<file path="src/rtl/gen_scan_ctrl.sv">
// Scan sequencer for a generate-loop array of single-bit leaves: writes a latched
// pattern through the shared port, reads every leaf back and reports mismatches.
module gen_scan_ctrl #(
    parameter int LENGTH = 4,
    parameter int RD_LAT = 1,
    localparam int IDX_W = (LENGTH > 1) ? $clog2(LENGTH) : 1
) (
    input  logic              clk,
    input  logic              rst,
    input  logic              start,
    input  logic [LENGTH-1:0] pattern,
    output logic              busy,
    output logic              done,
    output logic [IDX_W-1:0]  leaf_sel,
    output logic              leaf_we,
    output logic              leaf_wdata,
    input  logic              leaf_rdata,
    output logic [IDX_W:0]    err_count,
    output logic [IDX_W-1:0]  first_err_idx
);

    typedef enum logic [1:0] {IDLE, WRITE, READ, DONE} state_t;

    localparam logic [IDX_W-1:0] LAST = IDX_W'(LENGTH - 1);
    localparam logic [1:0]       LAT  = 2'(RD_LAT);

    state_t            state;
    logic [LENGTH-1:0] pattern_q;
    logic [1:0]        wcnt;
    logic [IDX_W-1:0]  idx_nxt;
    logic              miss;

    // leaf_sel doubles as the scan index; it is 0 whenever the port is idle
    assign idx_nxt = leaf_sel + 1'b1;
    assign miss    = leaf_rdata != pattern_q[leaf_sel];

    always_ff @(posedge clk) begin
        if (rst) begin
            state         <= IDLE;
            pattern_q     <= '0;
            wcnt          <= '0;
            busy          <= 1'b0;
            done          <= 1'b0;
            leaf_sel      <= '0;
            leaf_we       <= 1'b0;
            leaf_wdata    <= 1'b0;
            err_count     <= '0;
            first_err_idx <= '0;
        end else begin
            case (state)
                IDLE: begin
                    if (start) begin
                        pattern_q     <= pattern;
                        err_count     <= '0;
                        first_err_idx <= '0;
                        leaf_sel      <= '0;
                        busy          <= 1'b1;
                        leaf_we       <= 1'b1;
                        leaf_wdata    <= pattern[0];
                        state         <= WRITE;
                    end
                end
                WRITE: begin
                    if (leaf_sel == LAST) begin
                        leaf_sel   <= '0;
                        wcnt       <= '0;
                        leaf_we    <= 1'b0;
                        leaf_wdata <= 1'b0;
                        state      <= READ;
                    end else begin
                        leaf_sel   <= idx_nxt;
                        leaf_wdata <= pattern_q[idx_nxt];
                    end
                end
                READ: begin
                    // rdata is trusted only once the select has been stable RD_LAT cycles
                    if (wcnt == LAT) begin
                        wcnt <= '0;
                        if (miss) begin
                            err_count <= err_count + 1'b1;
                            if (err_count == '0)
                                first_err_idx <= leaf_sel;
                        end
                        if (leaf_sel == LAST) begin
                            leaf_sel <= '0;
                            busy     <= 1'b0;
                            done     <= 1'b1;
                            state    <= DONE;
                        end else begin
                            leaf_sel <= idx_nxt;
                        end
                    end else begin
                        wcnt <= wcnt + 1'b1;
                    end
                end
                DONE: begin
                    done  <= 1'b0;
                    state <= IDLE;
                end
                default: state <= IDLE;
            endcase
        end
    end

endmodule

</file>
<file path="config.mk">
export PLATFORM = sky130hd
export DESIGN_NAME = gen_scan_ctrl
export DESIGN_NICKNAME = d
export VERILOG_FILES = /design/src/rtl/gen_scan_ctrl.sv
export SDC_FILE = /design/constraint.sdc
export NUM_CORES = 1
export LEC_CHECK = 0
export ABC_AREA = 1
export CORE_MARGIN = 4
export CORE_UTILIZATION = 55
export DETAILED_ROUTE_END_ITERATION = 7
export GPL_TIMING_DRIVEN = 0
export PLACE_DENSITY = 0.94
export RECOVER_POWER = 50
export REMOVE_ABC_BUFFERS = 1
export SLEW_MARGIN = 20
export SYNTH_ARGS = -nofsm -noshare
export SYNTH_HDL_FRONTEND = slang
export SYNTH_SLANG_ARGS = --single-unit
</file>
<file path="constraint.sdc">
create_clock -name clk -period 3.48 [get_ports clk]
set_input_delay 0.522 -clock clk [delete_from_list [all_inputs] [get_ports clk]]
set_output_delay 0.522 -clock clk [all_outputs]
set_load 0.005 [all_outputs]
</file>
* Word-level counts from Yosys, hierarchy flattened
Cells that the tools add are included.
Storage, ports and cells: register bits after elaboration 19, output and inout port bits 11, logic and storage cells 79
Operators by class: add/sub/neg operators 3, order comparisons 2, equality and inequality tests 12, mux-type cells 35, reductions and logical operators 17
Operator list (number):
- 2-to-1 mux 2 bit | 12
- != test 2 bit, second input constant | 6
- AND reduction 4 bit | 3
- 2-to-1 mux 1 bit | 9
- 2-to-1 mux 3 bit | 3
- AND reduction 3 bit | 3
- case mux 1 bit (2 select lines) | 4
- case mux 2 bit (2 select lines) | 2
- case mux 2 bit (4 select lines) | 1
- nonzero test 2 bit | 4
- equality test 2 bit, second input constant | 3
- less-than comparator 2 x 3 -> 1 bit, second input constant | 2
- case mux 2 bit (3 select lines) | 1
- case mux 3 bit (2 select lines) | 1
- AND reduction 2 bit | 3
- AND reduction 5 bit | 1
- adder 2 x 1 -> 2 bit, second input constant | 2
- binary-select mux 1 bit (select 2 bit) | 2
- equality test 2 x 1 -> 1 bit, second input constant | 2
- adder 3 x 1 -> 3 bit, second input constant | 1
- zero test 3 bit | 1
- nonzero test 3 bit | 1
- zero test 2 bit | 1
- != test 1 bit | 1

* Logic depth before layout (Yosys ltp)
word-level depth 6, depth in mapped cells 11, mapped depth without buffers 11

* Least setup slack after synthesis
Ideal clock, no wire load.
path kind register to register, start register state[0], end register state[1], data arrival time 1.382 ns, path slack 1.979 ns, cell stages (with the launch flop) 10, path buffers 1, clock period less this slack 1.501 ns, path through dfxtp_1 > inv_1 > ha_1 > buf_4 > inv_2 > nor2_1 > nor2_2 > nand3_1 > o21ai_0 > a21oi_1
On the way: longest elaborated chain between the ends 3, elaborated cells on any way between the ends 10, those cells by class eq/ne: 7; mux: 1; reduce/logical: 2
Ends and longest elaborated chain:
- from (decl) | line 27 | state_t state;
- from (signal assigned) | line 39 | state <= IDLE;
- from (signal assigned) | line 60 | state <= WRITE;
- from (signal assigned) | line 69 | state <= READ;
- equality test 2 x 1 -> 1 bit (tied with other cells) | line 50 | case (state)
- != test 2 bit (no line)
- AND reduction 4 bit (no line)
Parallel ways exist; a longest one is shown, timed or not. A chain may end at the register's enable or synchronous reset.

* Worst setup path after layout
start register leaf_sel[0], end output leaf_sel[0]
RTL lines:
- from (decl) | line 14 | output logic [IDX_W-1:0] leaf_sel,
- from (signal assigned) | line 71 | leaf_sel <= idx_nxt;
- from (signal assigned) | line 90 | leaf_sel <= idx_nxt;
No word-level cell between the ends.

==> out/metrics.yaml <==
period_needed_ns: 1.88
synth_area_um2: 1070
gr-total-overflow: 0
cts_setup_buffers: 0
worst-r2r-cell-count: 8
worstMarginPinSlew_ns: 0.418
grt_max_degree: 13
rrSetupSlack_ns: 1.67
grt.met2_usage_pct: 34.1
slowest_stage: "clkdlybuf4s50_1"
hold_viol: 0
dp_hpwl_um: 1740
leakage_nw: 0.605
synth_xor_xnor_area_share_pct: 0.817
htreeDepth: 1
yosys.area_share.simple_pct: 27.9
synthMuxAreaShare_pct: 0
tns_ns: 0
ys_ff_latch: 19
vias_per_cell: 5.11
clk_transition_reported_paths_ns: 0.12
place_congestion: 0.880
track_usage_pct: 18.6
cts_tree: "built"
rr_startpoint: "state[0]"
synth_top_family_by_area: "simple AND/OR/NAND/NOR gates"
instances_no_fill: 195
drive_gt1_share_pct: 9.41
grt-busiest-layer: "met2"
yosys_warnings: 0
status: "finished, final reports clean"
setup_viol: 0
ir_drop_mv: 0.520
path_class: "flip-flop to output pin"
firstDrtPassIters: 4
drtIter0Drc: 24
synth_top_area_share_pct: 35.5
nets: 187
max_freq_mhz: 533
period_share_pct: 53.9
hp-start: "done"
holdPathEnd: "done"
grt_antenna_before_repair: 0
cts_buffers: 3
whs_path_depth: 2
dieArea_um2: 2720
cp_data_arrival_time_ns: 1.35
die_h_um: 52.2
synth_fa_ha_area_share_pct: 9.33
grt.met1_usage_pct: 21.8
hold_ws_ns: 0.487
clk_latency_ns: 0.30
hp-class: "flip-flop to flip-flop"
final_common_cell: "nor2_1"
required_ns: 2.96
drc: 0
cp-start-kind: "flip-flop"
path_buf_inv: 1
portBuffers: 18
cts_num_sinks: 19
postCtsHoldBufs: 0
cp-end-kind: "output pin"
rows: 15
path_delay_family: "buffers and inverters"
cts_root_buf: "clkbuf_4"
report.final.slew_viol_count: 0
synth_compound_area_share_pct: 16.6
yosysTopAreaCell: "dfxtp_1"
finClkSkew_ns: 0.00649
totalWireLength_um: 2270
fp.coreArea_um2: 1780
vias: 996
crit_chain: "clkdlybuf4s50_1"
cpPeakStageDelay_ns: 0.56
ant_nets: 0
grt_pass1_wl_um: 3890
synth_cells: 150
grt_util_met3_pct: 2.87
dp_cells: 191
antennaDiodeCount: 0
areaGrowthSynthToFinish_pct: 21.1
max_cap_viol_count: 0
fillers: 142
total_power_mw: 1.01
synth.distinct_cells: 24
io-pin-count: 19
max_slew_margin_pct: 72.1
fp.dieW_um: 52.2
cts.path.max_buffers: 2
seq_area_frac_synth_pct: 35.5
detail_route.wl_per_cell_um: 11.6
final_cell_mix: "nor2_1, nand2_1, inv_1"
timing.rr.end: "state[1]"
grt_pass1_vias: 968
initial_utilization_pct: 60.1
syn_avg_cell_area_um2: 7.15
ctsResizeCount: 0
p_per_area_nw_per_um2: 778
crit_fanout: 9
grt_setup_unrepaired: "no"
yosys-top-cells-area: "dfxtp_1, ha_1, nor2_1"
-- worst max path at each step --
| stage | startpoint | end | depth (start not counted) |
|---|---|---|---|
| 3_3_place_gp | start | err_count[1] | 8 |
| 2_1_floorplan | state[0] | state[1] | 8 |
| 6_report | leaf_sel[0] | leaf_sel[0] | 1 |
| 3_5_place_dp | start | err_count[1] | 8 |
| 4_1_cts | leaf_sel[0] | leaf_sel[0] | 1 |
| 5_1_grt | state[0] | state[1] | 8 |
-- per-stage QoR --
stage                     worst slack, ns  instance area (um^2)  util [%]
final                                1.60                  1300      72.8
after global routing                 1.44                  1300      72.8
after CTS                            1.60                  1300      72.8
after detailed placement             1.59                  1270      71.3
after global placement               1.66                  1270      71.3
after floorplan                      1.98                  1060         -
-- area by class of cell --
class                   count  area (um^2)  share of cell area [%]
clock buffers               3         22.5                    1.73
flip-flops and latches     19          380                    29.3
clock inverters             1         5.00                   0.385
repair buffers             18          180                    13.9
inverters                  25         93.8                    7.23
multi-input cells         104          586                    45.1
well taps                  25         31.3                    2.41
-- kinds of logic after synthesis --
logic type      Yosys count
compound gates           31
xor+xnor                  1
fa+ha+maj                 8
buf+inv                  27
flops                    19
simple gates             64
-- cell usage after synthesis --
| cell type | instances |
|---|---|
| nor2_1 | 26 |
| buf_2 | 1 |
| buf_4 | 1 |
| nor2_2 | 2 |
| nand4_1 | 2 |
| nand3_2 | 3 |
| inv_1 | 22 |
| o21a_1 | 1 |
| o21ai_0 | 12 |
| nand3_4 | 1 |
| nand3_1 | 2 |
| a21oi_1 | 11 |
| nand2_1 | 25 |
| a211oi_1 | 2 |
| nand2_2 | 1 |
| a221oi_1 | 1 |
| ha_1 | 8 |
| o21ai_1 | 3 |
| nand2_4 | 1 |
| xnor2_1 | 1 |
| nand3b_1 | 1 |
| inv_2 | 3 |
| a21oi_4 | 1 |
| dfxtp_1 | 19 |
-- routing by layer --
metal / up-vias / wire (um)
met5: - / 0
met3: 4 / 113
li1: 517 / -
met4: 0 / 29
met1: 450 / 1010
met2: 25 / 1120
-- tightest hold or removal path, stage by stage (launching register included) --
cell	delay, ns
dfxtp_1	0.33
inv_1	0.05
a221oi_1	0.06
-- power breakdown --
| part | internal, mW | switching (mW) | total [mW] |
|---|---|---|---|
| registers | 0.286 | 0.0597 | 0.346 |
| clock network | 0.0428 | 0.0718 | 0.115 |
| logic | 0.233 | 0.317 | 0.550 |
-- registers in the layout, indices dropped and copies added (netlist names) --
register / count
busy: 1
err_count: 3
done: 1
first_err_idx: 2
leaf_wdata: 1
leaf_sel: 2
state: 2
wcnt: 2
pattern_q: 4
leaf_we: 1
No activity file was read; power rests on OpenSTA's default activity.
